--- src/rtl/uart_pkg.sv ---
// rtl/uart_pkg.sv - shared UART state type, frame constants and baud helper
package uart_pkg;

  typedef enum logic [1:0] {IDLE, START, DATA, STOP} uart_state_e;

  localparam int UART_DATA_BITS = 8;
  localparam int UART_STOP_BITS = 1;

  function automatic int bit_period(input int clk_hz, input int baud);
    return clk_hz / baud;
  endfunction

endpackage

--- src/rtl/sync_fifo.sv ---
// rtl/sync_fifo.sv - synchronous FIFO with power-of-two depth; pointers wrap naturally
module sync_fifo #(
  parameter int WIDTH = 8,
  parameter int DEPTH = 4
) (
  input  logic                   clk,
  input  logic                   rst,
  input  logic                   push,
  input  logic [WIDTH-1:0]       push_data,
  input  logic                   pop,
  output logic [WIDTH-1:0]       pop_data,
  output logic                   full,
  output logic                   empty,
  output logic [$clog2(DEPTH):0] count
);

  localparam int AW = $clog2(DEPTH);

  logic [WIDTH-1:0] mem_q [DEPTH];
  logic [AW-1:0]    wr_ptr_q, wr_ptr_d;
  logic [AW-1:0]    rd_ptr_q, rd_ptr_d;
  logic [AW:0]      count_q, count_d;
  logic             do_push, do_pop;

  assign full     = (count_q == (AW+1)'(DEPTH));
  assign empty    = (count_q == '0);
  assign count    = count_q;
  assign pop_data = mem_q[rd_ptr_q];

  always_comb begin
    do_push  = push && !full;
    do_pop   = pop && !empty;
    wr_ptr_d = wr_ptr_q + AW'(do_push);
    rd_ptr_d = rd_ptr_q + AW'(do_pop);
    count_d  = count_q + (AW+1)'(do_push) - (AW+1)'(do_pop);
  end

  always_ff @(posedge clk) begin
    if (rst) begin
      wr_ptr_q <= '0;
      rd_ptr_q <= '0;
      count_q  <= '0;
    end else begin
      wr_ptr_q <= wr_ptr_d;
      rd_ptr_q <= rd_ptr_d;
      count_q  <= count_d;
    end
  end

  // Storage needs no reset: stale entries are unreachable once the pointers clear.
  always_ff @(posedge clk) begin
    if (do_push) mem_q[wr_ptr_q] <= push_data;
  end

endmodule

--- src/rtl/uart_tx_fifo.sv ---
// rtl/uart_tx_fifo.sv - byte stream to 8N1 serial transmitter with input FIFO
module uart_tx_fifo
  import uart_pkg::*;
#(
  parameter int BAUD_RATE     = 9600,
  parameter int CLOCK_FREQ_HZ = 12000000,
  parameter int FIFO_DEPTH    = 4
) (
  input  logic       clk,
  input  logic       rst,
  input  logic [7:0] in_data,
  input  logic       in_valid,
  output logic       in_ready,
  output logic       TX,
  output logic       busy
);

  localparam int BIT_PERIOD = bit_period(CLOCK_FREQ_HZ, BAUD_RATE);
  localparam int CW = (BIT_PERIOD < 2) ? 1 : $clog2(BIT_PERIOD);
  localparam logic [CW-1:0] LAST_CYCLE = CW'(BIT_PERIOD - 1);
  localparam logic [2:0]    LAST_BIT   = 3'(UART_DATA_BITS - 1);

  if (BIT_PERIOD < 2) begin : g_bit_period_check
    $error("uart_tx_fifo: BIT_PERIOD must be at least 2");
  end

  uart_state_e          state_q, state_d;
  logic [CW-1:0]        cycle_cnt_q, cycle_cnt_d;
  logic [2:0]           bit_cnt_q, bit_cnt_d;
  logic [7:0]           shreg_q, shreg_d;
  logic                 tx_q, tx_d;
  logic                 fifo_pop, fifo_full, fifo_empty;
  logic [7:0]           fifo_data;
  logic [$clog2(FIFO_DEPTH):0] fifo_count;
  logic                 bit_end;

  sync_fifo #(
    .WIDTH(8),
    .DEPTH(FIFO_DEPTH)
  ) u_fifo (
    .clk      (clk),
    .rst      (rst),
    .push     (in_valid && in_ready),
    .push_data(in_data),
    .pop      (fifo_pop),
    .pop_data (fifo_data),
    .full     (fifo_full),
    .empty    (fifo_empty),
    .count    (fifo_count)
  );

  assign in_ready = !fifo_full && !rst;
  assign busy     = (state_q != IDLE) || (fifo_count != '0);
  assign TX       = tx_q;
  assign bit_end  = (cycle_cnt_q == LAST_CYCLE);

  // tx_d is the line level for the next cycle, so TX moves only when a bit boundary is crossed.
  always_comb begin
    state_d     = state_q;
    cycle_cnt_d = cycle_cnt_q;
    bit_cnt_d   = bit_cnt_q;
    shreg_d     = shreg_q;
    tx_d        = tx_q;
    fifo_pop    = 1'b0;
    if (state_q != IDLE) cycle_cnt_d = bit_end ? '0 : cycle_cnt_q + CW'(1);
    case (state_q)
      IDLE: begin
        tx_d = 1'b1;
        if (!fifo_empty) begin
          fifo_pop    = 1'b1;
          shreg_d     = fifo_data;
          cycle_cnt_d = '0;
          state_d     = START;
          tx_d        = 1'b0;
        end
      end
      START: begin
        if (bit_end) begin
          bit_cnt_d = '0;
          state_d   = DATA;
          tx_d      = shreg_q[0];
        end
      end
      DATA: begin
        if (bit_end) begin
          shreg_d = {1'b0, shreg_q[7:1]};
          if (bit_cnt_q == LAST_BIT) begin
            state_d = STOP;
            tx_d    = 1'b1;
          end else begin
            bit_cnt_d = bit_cnt_q + 3'd1;
            tx_d      = shreg_q[1];
          end
        end
      end
      STOP: begin
        if (bit_end) begin
          if (!fifo_empty) begin
            fifo_pop = 1'b1;
            shreg_d  = fifo_data;
            state_d  = START;
            tx_d     = 1'b0;
          end else begin
            state_d = IDLE;
            tx_d    = 1'b1;
          end
        end
      end
      default: state_d = IDLE;
    endcase
  end

  always_ff @(posedge clk) begin
    if (rst) begin
      state_q     <= IDLE;
      cycle_cnt_q <= '0;
      bit_cnt_q   <= '0;
      shreg_q     <= '0;
      tx_q        <= 1'b1;
    end else begin
      state_q     <= state_d;
      cycle_cnt_q <= cycle_cnt_d;
      bit_cnt_q   <= bit_cnt_d;
      shreg_q     <= shreg_d;
      tx_q        <= tx_d;
    end
  end

endmodule

--- config.mk ---
export PLATFORM = sky130hd
export DESIGN_NAME = uart_tx_fifo
export DESIGN_NICKNAME = d
export VERILOG_FILES = /design/src/rtl/uart_pkg.sv /design/src/rtl/sync_fifo.sv /design/src/rtl/uart_tx_fifo.sv
export SDC_FILE = /design/constraint.sdc
export NUM_CORES = 1
export LEC_CHECK = 0
export CAP_MARGIN = 5
export CORE_UTILIZATION = 45
export DETAILED_ROUTE_END_ITERATION = 16
export PLACE_DENSITY_LB_ADDON = 0.2
export SYNTH_ARGS = -nofsm -noshare
export SYNTH_HDL_FRONTEND = slang
export SYNTH_SLANG_ARGS = --single-unit
--- constraint.sdc ---
create_clock -name clk -period 2.7 [get_ports clk]
set_input_delay 0.405 -clock clk [delete_from_list [all_inputs] [get_ports clk]]
set_output_delay 0.405 -clock clk [all_outputs]
set_load 0.01 [all_outputs]
==> results.sh <==
export IMPL_floorplan_initialDensity_pct=47.1
export IMPL_critPathCapture="u_fifo.count[2]$_SDFF_PP0_"
export IMPL_worst_setup_hold_path_clk_slew_ps=70
export IMPL_worstPathRequired_ps=2920
export IMPL_final_net_count=310
export IMPL_met1_use_gr_pct=23.6
export IMPL_worst_pin_slew_ps=583
export IMPL_slew_viol_final=0
export IMPL_resized_cells_post_cts=0
export IMPL_synth_cells_most_frequent="dfxtp_1, edfxtp_1, nor3_1"
export IMPL_syn_inst=248
export IMPL_areaGrowthSynthToFinish_pct=19.4
export IMPL_tritoncts_num_sinks=64
export IMPL_gp_congestion=0.765
export IMPL_critical_path_class="flop to flop"
export IMPL_use_met2_pct=29.4
export IMPL_regToRegEndpoint="u_fifo.count[2]$_SDFF_PP0_"
export IMPL_drt_pass1_iter_count=4
export IMPL_worst_ep_arrival_time_ps=2850
export IMPL_wl_per_cell_um=15.4
export IMPL_total_length_of_routed_wires_um=5640
export IMPL_fin_ws_ps=71.9
export IMPL_run_status="completed"
export IMPL_holdCritPathClass="flop to flop"
export IMPL_reg2reg_launch_point="cycle_cnt_q[9]$_SDFF_PP0_"
export IMPL_r2r_worst_path_cells=12
export IMPL_design_portCount=14
export IMPL_synth_warnings=0
export IMPL_num_rows=29
export IMPL_grt_max_degree=29
export IMPL_core_area_um2=6390
export IMPL_leakage_uw=0.00136
export IMPL_detailed_placement_wirelength_estimate_um=4010
export IMPL_gr_total_overflow=0
export IMPL_cts_path_max_buffers=2
export IMPL_drc=0
export IMPL_timing_critical_path_fanout_max=2
export IMPL_placement_setup_worst_slack_ps=-13.4
export IMPL_crit_path_end_kind="flop"
export IMPL_power_per_cell_area_nw_per_um2=986
export IMPL_synth_area_leaders="edfxtp_1, dfxtp_1, mux4_2, ha_1, nor3_1"
export IMPL_synthFlopType="edfxtp_1"
export IMPL_post_synth_top_area_cell="edfxtp_1"
export IMPL_grt_use_total_pct=18.4
export IMPL_io_buffer_count=13
export IMPL_die_height_um=83.7
export IMPL_post_synthesis_sequential_element_count=64
export IMPL_clock_tree_from_tritoncts="done"
export IMPL_yosysSeqAreaShare_pct=53.3
export IMPL_cts_buffers_inserted=9
export IMPL_critPathLaunch="cycle_cnt_q[9]$_SDFF_PP0_"
export IMPL_final_cell_area_um2=3590
export IMPL_setup_tns_final_ps=0
export IMPL_rsz_0062_raised_after_global_routing="true"
export IMPL_final_period_minus_worst_setup_slack_ps=2630
export IMPL_antenna_diode_count=0
export IMPL_postLayoutCoreUtil_pct=56.2
export IMPL_drive_above_1_share_pct=22.4
export IMPL_vdd_ir_drop_worst_v=0.000520
export IMPL_synth_nets=273
export IMPL_final_setup_fails=0
export IMPL_fmaxAchievable_ghz=0.381
export IMPL_maxCapViolations=0
export IMPL_wire_length_of_the_first_global_routing_pass_um=9910
export IMPL_totalPowerFinal_uw=3540
export IMPL_slew_limit_headroom_pct=61.1
export IMPL_dpl_instance_area_um2=3390
export IMPL_synth_cell_types=49
export IMPL_gr_max_usage_layer="met2"
export IMPL_synth_edff_count=32
export IMPL_asyncSetResetFlopFracSynth_pct=0
export IMPL_syn_avg_cell_area_um2=12.1
export IMPL_worst_skew_pair_late_latency_ps=340
export IMPL_first_global_vias=2067
export IMPL_gr_layer_usage_met3_pct=4.15
export IMPL_final_fill_count=552
export IMPL_die_w_um=83.7
export IMPL_die_area_um2=7010
export IMPL_via_count=2061
export IMPL_timing_final_crit_share_pct=97.3
export IMPL_finalHoldViolCount=0
export IMPL_synth_top_area_share_pct=32.0
export IMPL_clk_root_buffer_cell="clkbuf_8"
export IMPL_antenna_violating_nets_post_route=0
export IMPL_kind_of_launch_point_of_the_worst_setup_path="flop"
export IMPL_timing_reg2reg_setup_slack_ps=70
export IMPL_post_synthesis_cell_area_um2=3010
export IMPL_grt_antenna_before_repair=0
export IMPL_drt_first_iter_violations=115
export IMPL_timing_clock_skew_ps=5.79
export IMPL_h_tree_depth=3
export IMPL_viasPerCell=5.62
cell usage in the layout (no fill, tap or decap), drive strengths merged, types with 2 or more instances in the layout:
cell           instances
a211oi                 9
a21o                   6
a21oi                 13
a31oi                  5
and3                   3
buf                   23
clkbuf                 9
clkdlybuf4s50         13
clkinvlp               3
dfxtp                 32
edfxtp                32
ha                    13
inv                   10
mux2i                  7
mux4                   8
nand2                 10
nand2b                 3
nand3                  7
nand4                  4
nor2                  15
nor2b                  6
nor3                  20
nor3b                  4
o2111ai                2
o21ai                  3
o31a                   2
or3                    3
or4b                   3
xnor2                  3
area by class of cell:
type / instances / area [um2] / share of cell area, %
clock buffers: 9 / 124 / 3.45
clock inverters: 7 / 78.8 / 2.20
inverters: 8 / 30.0 / 0.837
multi-input cells: 166 / 1350 / 37.7
flip-flops and latches: 64 / 1600 / 44.7
well taps: 77 / 96.3 / 2.68
repair buffers: 36 / 303 / 8.44
layer usage:
layer | vias to the layer above | routed length, um
li1 | 1024 | -
met1 | 996 | 2690
met2 | 29 | 2680
met3 | 12 | 146
met4 | 0 | 125
met5 | - | 0
registers in the layout, summed over array words and instances (netlist names):
name / flops
shreg_q: 8
bit_cnt_q: 3
u_fifo.rd_ptr_q: 2
TX: 1
u_fifo.mem_q: 32
state_q: 2
u_fifo.count: 3
cycle_cnt_q: 11
u_fifo.wr_ptr_q: 2
worst max-delay path: stages, from the launching register on:
cell,delay (ps)
dfxtp_1,310
or4b_4,570
nor3_4,230
a21oi_2,80
nor3_2,150
ha_1,250
inv_1,60
ha_1,130
inv_1,50
fa_2,330
xor2_1,160
xnor2_1,160
nor2_1,50
report_power, final:
part	switching [uW]	internal [uW]
sequential	112	1160
clock	394	433
combinational	751	691
worst min-delay path by stage:
stage | start | to | slack (ps) | cells past startpoint
finish | bit_cnt_q[2]$_SDFFE_PP0P_ | bit_cnt_q[2]$_SDFFE_PP0P_ | 460 | 2
CTS | bit_cnt_q[2]$_SDFFE_PP0P_ | bit_cnt_q[2]$_SDFFE_PP0P_ | 460 | 2
detailed placement | bit_cnt_q[2]$_SDFFE_PP0P_ | bit_cnt_q[2]$_SDFFE_PP0P_ | 450 | 2
floorplan | bit_cnt_q[1]$_SDFFE_PP0P_ | bit_cnt_q[1]$_SDFFE_PP0P_ | 440 | 2
global route | bit_cnt_q[2]$_SDFFE_PP0P_ | bit_cnt_q[2]$_SDFFE_PP0P_ | 480 | 2
global placement | bit_cnt_q[2]$_SDFFE_PP0P_ | bit_cnt_q[2]$_SDFFE_PP0P_ | 440 | 2
through the flow:
stage | hold slack (ps) | std cells
detailed placement | 452 | 351
global route | 482 | 367
finish | 457 | 367
floorplan | 436 | 248
global placement | 443 | 351
CTS | 462 | 367
what timing repair did:
| item | 4_1_cts | 5_1_grt |
|---|---|---|
| setup buffers | 0 | 0 |
| endpoints found under the setup margin | 1 | 1 |
| hold buffers | 0 | 0 |
| pin swaps | 1 | 1 |
cell families after synthesis:
family                     synth area share [%]
AOI/OAI and AO/OA                          13.4
xor gates and xnor gates                   1.17
adders and majority gates                  6.08
buffers and inverters                      2.33
DFF                                        53.3
muxes                                      8.33
and+or+nand+nor                            15.4
Note: power is estimated with default switching activity, not from simulation.
